File: config.mk
export PLATFORM = sky130hd
export DESIGN_NAME = ama_riscv_dmem_ctrl
export DESIGN_NICKNAME = d
export VERILOG_FILES = /design/src/rtl/ama_riscv_dmem_ctrl.sv
export SDC_FILE = /design/constraint.sdc
export NUM_CORES = 1
export LEC_CHECK = 0
export ABC_CLOCK_PERIOD_IN_PS = 2200
export CORE_AREA = 2 2 126 128
export CTS_BUF_LIST = sky130_fd_sc_hd__clkbuf_8 sky130_fd_sc_hd__clkbuf_16
export DETAILED_ROUTE_END_ITERATION = 10
export DIE_AREA = 0 0 128 130
export GPL_TIMING_DRIVEN = 0
export HOLD_SLACK_MARGIN = 0.08
export PLACE_DENSITY = 0.84
export SLEW_MARGIN = 20
export SYNTH_ARGS = -nofsm -noshare
export SYNTH_HDL_FRONTEND = slang
export SYNTH_SLANG_ARGS = --single-unit
export TNS_END_PERCENT = 20
File: constraint.sdc
create_clock -name clk -period 2.2 [get_ports clk]
set_input_delay 0.55 -clock clk [delete_from_list [all_inputs] [get_ports clk]]
set_output_delay 0.55 -clock clk [all_outputs]
set_load 0.02 [all_outputs]
File: src/rtl/ama_riscv_dmem_ctrl.sv
// Data-memory request controller: one outstanding load/store over a req/gnt + rvalid
// handshake, store lane alignment, fault detection, pipeline stall and load hand-off.
module ama_riscv_dmem_ctrl (
    input  logic        clk,
    input  logic        rst,
    input  logic        req_valid,
    input  logic        req_we,
    input  logic [31:0] req_addr,
    input  logic [2:0]  req_width,
    input  logic [31:0] req_wdata,
    output logic        stall,
    output logic        fault,
    output logic        mem_req,
    output logic        mem_we,
    output logic [29:0] mem_addr,
    output logic [3:0]  mem_wmask,
    output logic [31:0] mem_wdata,
    input  logic        mem_gnt,
    input  logic        mem_rvalid,
    input  logic [31:0] mem_rdata,
    output logic        lsm_en,
    output logic [1:0]  lsm_offset,
    output logic [2:0]  lsm_width,
    output logic [31:0] lsm_data,
    output logic [31:0] stall_cnt
);

    typedef enum logic [1:0] {IDLE, REQ, RESP} state_t;

    state_t      state_q, state_d;
    logic        we_q, we_d;
    logic [1:0]  off_q, off_d;
    logic [2:0]  width_q, width_d;
    logic [29:0] addr_q, addr_d;
    logic [3:0]  wmask_q, wmask_d;
    logic [31:0] wdata_q, wdata_d;
    logic [31:0] stall_cnt_q, stall_cnt_d;

    logic [1:0]  req_off;
    logic        misaligned, illegal, idle_req;
    logic [3:0]  req_wmask;
    logic [31:0] req_wdata_al;

    assign req_off = req_addr[1:0];

    always_comb begin
        misaligned   = ((req_width[1:0] == 2'd1) && (req_off == 2'd3)) ||
                       ((req_width[1:0] == 2'd2) && (req_off != 2'd0));
        illegal      = (req_width[1:0] == 2'd3) || (req_we && req_width[2]);
        idle_req     = req_valid && !misaligned && !illegal;
        req_wmask    = 4'b0000;
        case (req_width[1:0])
            2'd0:    req_wmask = 4'b0001 << req_off;
            2'd1:    req_wmask = 4'b0011 << req_off;
            2'd2:    req_wmask = 4'b1111;
            default: req_wmask = 4'b0000;
        endcase
        if (!req_we) req_wmask = 4'b0000;
        req_wdata_al = req_wdata << {req_off, 3'b000};
    end

    always_ff @(posedge clk or negedge rst) begin
        if (!rst) state_q <= IDLE;
        else      state_q <= state_d;
    end

    always_comb begin
        state_d = state_q;
        case (state_q)
            IDLE:    if (idle_req) state_d = mem_gnt ? RESP : REQ;
            REQ:     if (mem_gnt) state_d = RESP;
            RESP:    if (mem_rvalid) state_d = IDLE;
            default: state_d = IDLE;
        endcase
    end

    always_comb begin
        stall      = 1'b0;
        fault      = 1'b0;
        mem_req    = 1'b0;
        mem_we     = we_q;
        mem_addr   = addr_q;
        mem_wmask  = wmask_q;
        mem_wdata  = wdata_q;
        lsm_en     = 1'b0;
        case (state_q)
            IDLE: begin
                fault     = req_valid && (misaligned || illegal);
                mem_req   = idle_req;
                mem_we    = req_we;
                mem_addr  = req_addr[31:2];
                mem_wmask = req_wmask;
                mem_wdata = req_wdata_al;
                stall     = idle_req;
            end
            REQ: begin
                mem_req = 1'b1;
                stall   = 1'b1;
            end
            RESP: begin
                stall  = !mem_rvalid;
                lsm_en = mem_rvalid && !we_q;
            end
            default: ;
        endcase
    end

    assign lsm_offset = off_q;
    assign lsm_width  = width_q;
    assign lsm_data   = mem_rdata;
    assign stall_cnt  = stall_cnt_q;

    // Capture on every IDLE issue so REQ can replay the request even if granted late.
    always_comb begin
        we_d        = we_q;
        off_d       = off_q;
        width_d     = width_q;
        addr_d      = addr_q;
        wmask_d     = wmask_q;
        wdata_d     = wdata_q;
        stall_cnt_d = stall ? stall_cnt_q + 32'd1 : stall_cnt_q;
        if ((state_q == IDLE) && idle_req) begin
            we_d    = req_we;
            off_d   = req_off;
            width_d = req_width;
            addr_d  = req_addr[31:2];
            wmask_d = req_wmask;
            wdata_d = req_wdata_al;
        end
    end

    always_ff @(posedge clk or negedge rst) begin
        if (!rst) begin
            we_q        <= 1'b0;
            off_q       <= 2'd0;
            width_q     <= 3'd0;
            addr_q      <= 30'd0;
            wmask_q     <= 4'd0;
            wdata_q     <= 32'd0;
            stall_cnt_q <= 32'd0;
        end else begin
            we_q        <= we_d;
            off_q       <= off_d;
            width_q     <= width_d;
            addr_q      <= addr_d;
            wmask_q     <= wmask_d;
            wdata_q     <= wdata_d;
            stall_cnt_q <= stall_cnt_d;
        end
    end

endmodule

* Yosys cells after proc, flatten, opt, wreduce, memory -nomap -nowiden
Index checks and enable logic that the tools add are counted.
** Operators by class
- Reductions and logical operators :: 19
- Multiplexer cells :: 15
- Eq/ne operators :: 9
- Shift-type cells :: 3
- Add/sub/neg operators :: 1
** Operator list (count)
- $add 32x1->32 const B :: 1
- $mux 32 :: 1
- $shl 32x5->32 :: 1
- $mux 30 :: 1
- $pmux 4 s3 :: 1
- $eq 2x2->1 const B :: 4
- $logic_and 1x1->1 :: 8
- $mux 2 :: 4
- $mux 4 :: 2
- $ne 2x2->1 const B :: 3
- $pmux 2 s3 :: 1
- $eq 2x1->1 const B :: 2
- $logic_not 1->1 :: 4
- $logic_not 2->1 :: 2
- $shl 1x2->4 const A :: 1
- $shl 2x2->4 const A :: 1
- $logic_or 1x1->1 :: 3
- $mux 1 :: 3
- $pmux 1 s3 :: 1
- $reduce_and 3->1 :: 1
- $pmux 1 s2 :: 1
- $reduce_bool 2->1 :: 1
** Word-level totals
- Register bits :: 106
- Input port bits :: 105

* Longest topological paths before layout
- Depth after elaboration :: 8
- Depth in mapped cells :: 8

* Worst setup path after synthesis
Ideal clock, no wire load.
- Path type :: input -> output
- Start point :: input req_addr[0]
- End point :: output mem_wmask[2]
- Arrival :: 2031 ps
- Data required time :: 1650 ps
- Path buffers :: 2
- Path slack :: -381 ps
- Stages :: 6
- Cells stage by stage :: buf_1 buf_1 a21oi_1 nor2_1 o21ai_0 o21ai_0
** On the way
- Cells in the longest elaborated chain, start to end :: 4
- Elaborated cells between the ends (all ways) :: 5
- Those cells by class :: shift (2); mux (3)
** Ends and longest elaborated chain
- from (decl) :: line 8 : input logic [31:0] req_addr,
- $shl 2x2->4 or $shl 1x2->4 (tied branches) :: line 54, 53
- $pmux 4 s3 * :: line 52 : case (req_width[1:0])
- $mux 4 * :: line 58 : if (!req_we) req_wmask = 4'b0000;
- $mux 4 * :: line 86 : case (state_q)
- to (decl) :: line 16 : output logic [3:0] mem_wmask,
Mark *: on every way between the ends. The rest lies on a longest branch, timed or not.

* Worst setup path in the final report
- Start point :: register state_q[1]
- End point :: output mem_addr[8]
** On the way
- Cells in the longest elaborated chain, start to end :: 2
** Ends and longest elaborated chain
- from (decl) :: line 30 : state_t state_q, state_d;
- from (signal assigned) :: line 64 : else state_q <= state_d;
- $logic_not 2->1 :: line 86
- $mux 30 :: line 86
- to (decl) :: line 15 : output logic [29:0] mem_addr,
Every way passes these cells.

==> reports/metrics.cfg <==
[logic_synthesis]
yosysTopAreaCellShare_pct=45.2
post-synth-top-count-cell=nand2_1
ys_types=39
synth_cells=663
syn_avg_cell_area_um2=8.85
ys_ff_latch=106
syn_area_um2=5860
synth-warning-count=0
synth-async-reset-ratio_pct=100
ys.flop_type=dfrtp_1
synthTopCellsByArea=dfrtp_1 45%, nand2_1 13%, mux2_2 9.8%
synth_seq_area_share_pct=45.2
synth_fp_nets=769
synth_edf_count=0
yosys-top-cells-count=200 x nand2_1, 106 x dfrtp_1, 63 x o21ai_0
synth_area_leader_cell=dfrtp_1

[floorplan]
ios=245
die-area_um2=16600
core_um2=15400
die_h_um=130
initial_core_util_pct=38.0
die_x_um=128
rows=46

[worst_setup_path]
worstSetupPathType=reg -> out
r2r_start=state_q[1]
critPathMaxStageDelay_ps=390
worstPathCellList=clkbuf_8 -> or2_4 -> clkbuf_16 -> clkbuf_16 -> nand2_4 -> nand2_2 -> buf_6
start_kind=register
path_common_cell=clkbuf_16
critPathRequiredTime_ps=1650
arrival_ps=1800
reg2reg_depth=7
rr_endpoint=stall_cnt[28]
cp-end-kind=output port
path_max_fanout=8
crit_slowest_cell=dfrtp_1
r2r_slack_ps=-80

[drt]
vias=5737
vias_per_cell=5.17
postRouteAntennaNets=0
drcViolationCount=0
detail_route.wl_per_cell_um=17.2
first_pass_iters=5
wl_um=19000
drt_iter0_drc=310

[pwr]
p_switching_mw=2.98
power_frac_comb_pct=45.7
irDropWorstVdd_mv=0.502
swShare_pct=37.6
power_frac_seq_pct=35.4
p_int_mw=4.95
p_clk_share_pct=18.9
p_leak_nw=4.52
p_per_area_nw_per_um2=814
p_total_mw=7.93

[grt]
grt_pass1_wl_um=29200
grt_util_all_layers_pct=22.3
antenna_found_initial=1
grt_pass1_vias=5536
grt_max_degree=60
grt_overflow_total=0

[sta]
final_hold_viol_count=0
final.period_utilization_pct=107
slew_headroom_pct=60.7
fin_skew_ps=7.03
tightest_slew_ps=590
maxSlewViolCount=0
finalCriticalPeriod_ps=2350
setup_slack_ps=-153
rsz0062_at_grt=true
max_freq_ghz=0.425
holdWs_ps=116
setup_violations=73

[placed_design]
dp_slack_ps=-1370
placed_cells=1067
gp_congestion=0.906
numPortBuffers=211
hpwlAfterDp_um=13100

[clock_network]
cts_sinks=106
numCtsBuffers=9
cts_root_buffer=clkbuf_16
clkTransAtPathRegs_ps=70
cts_tree=built
cts_max_level=3
clock_latency_ps=350
ctsHoldBuffers=0
cts_buffer_depth=2

[finish]
drive_gt1_share_pct=41.7
final_nets=1017
stdcell_count=1109
utilization_pct=63.2
syn_to_final_growth_pct=66.2

[outcome]
outcome=finished with violations
violations=setup timing

[hold_path]
hp-class=in -> async

[flow_run]
max_cap_violations=0

[placed cells by master, fill, tap and decap left out, types with 7 or more instances in the layout]
| cell | count |
|---|---|
| clkbuf_16 | 17 |
| buf_6 | 56 |
| dlygate4sd2_1 | 9 |
| o21ai_1 | 7 |
| clkdlybuf4s50_1 | 125 |
| nand2_2 | 47 |
| mux2i_1 | 15 |
| buf_4 | 71 |
| xnor2_1 | 24 |
| a21oi_2 | 13 |
| nor2_1 | 23 |
| nand2_4 | 35 |
| nand3_1 | 13 |
| nor2b_1 | 7 |
| o21ai_0 | 30 |
| mux2_2 | 49 |
| buf_2 | 8 |
| nand2_1 | 118 |
| o21ai_2 | 24 |
| xor2_1 | 7 |
| nand4_1 | 15 |
| dfrtp_1 | 106 |
[worst max-delay path by stage]
stage	startpoint	end	slack (ps)	depth (start not counted)
global route	state_q[1]	mem_addr[16]	-220	7
global placement	rst	stall_cnt[16]	-3590	1
floorplan	state_q[1]	mem_wmask[0]	-40	5
CTS	state_q[1]	mem_addr[17]	-140	7
detailed placement	req_addr[0]	mem_wdata[27]	-1370	8
finish	state_q[1]	mem_addr[8]	-150	7
[worst max-delay path, delay by kind of cell, from the launching register on]
kind	cells	cell delay (ps)
buffers and inverters	4	660
flip-flops	1	390
AND/OR/NAND/NOR	3	410
[cell type report]
type                            instances  area, um2
Tap cell                              192        240
Clock inverter                          7       46.3
Multi-Input combinational cell        484       3480
Sequential cell                       106       2650
Inverter                                3       11.3
Buffer                                 68        662
Timing Repair Buffer                  239       2420
Clock buffer                            9        225
Antenna cell                            1       2.50
Fill cell                            1258       5680
[sequential cells by signal (all words and copies together), names as in the netlist]
signal / count
addr_q: 30
lsm_offset: 2
lsm_width: 3
stall_cnt: 32
state_q: 2
wdata_q: 32
we_q: 1
wmask_q: 4
[metal layers]
layer	up-vias	routed length, um	track usage (%)
met5	-	0	0
met4	0	517	8.14
met3	37	1130	4.31
met2	200	9550	37.2
met1	2810	7820	29.1
li1	2690	-	-
[what timing repair did]
action / 4_1_cts / 5_1_grt
endpoints found under the setup margin: 171 / 165
gates resized for setup: 578 / 111
buffers inserted: 12 / 9
gates cloned: 6 / 0
pin swaps: 61 / 42
[power by group through the flow]
stage	Sequential, mW	Combinational, mW	Clock (mW)
floorplan	2.77	1.54	0
global placement	2.69	2.88	0
detailed placement	2.72	2.93	0
CTS	2.74	3.38	1.53
global route	2.87	3.87	1.62
finish	2.81	3.63	1.50
[cells by family (layout without fill, tap and decap cells)]
logic type,Yosys count,in the layout,share of synthesized area [%]
AO/OA/AOI/OAI,93,93,8.85
other,0,1,0
buffers and inverters,73,326,6.93
adder cells (fa/ha/maj),1,1,0.213
multiplexers,68,68,12.7
AND/OR/NAND/NOR,291,291,21.4
XOR/XNOR,31,31,4.63
flip-flops,106,106,45.2
[through the flow]
| step | cell area (um2) | TNS [ps] |
|---|---|---|
| 2_1_floorplan | 5940 | -551 |
| 3_3_place_gp | 8290 | -535860 |
| 3_5_place_dp | 8320 | -156780 |
| 4_1_cts | 9330 | -8190 |
| 5_1_grt | 9740 | -13280 |
| 6_report | 9740 | -7280 |
Note: power is estimated with default switching activity, not from simulation.
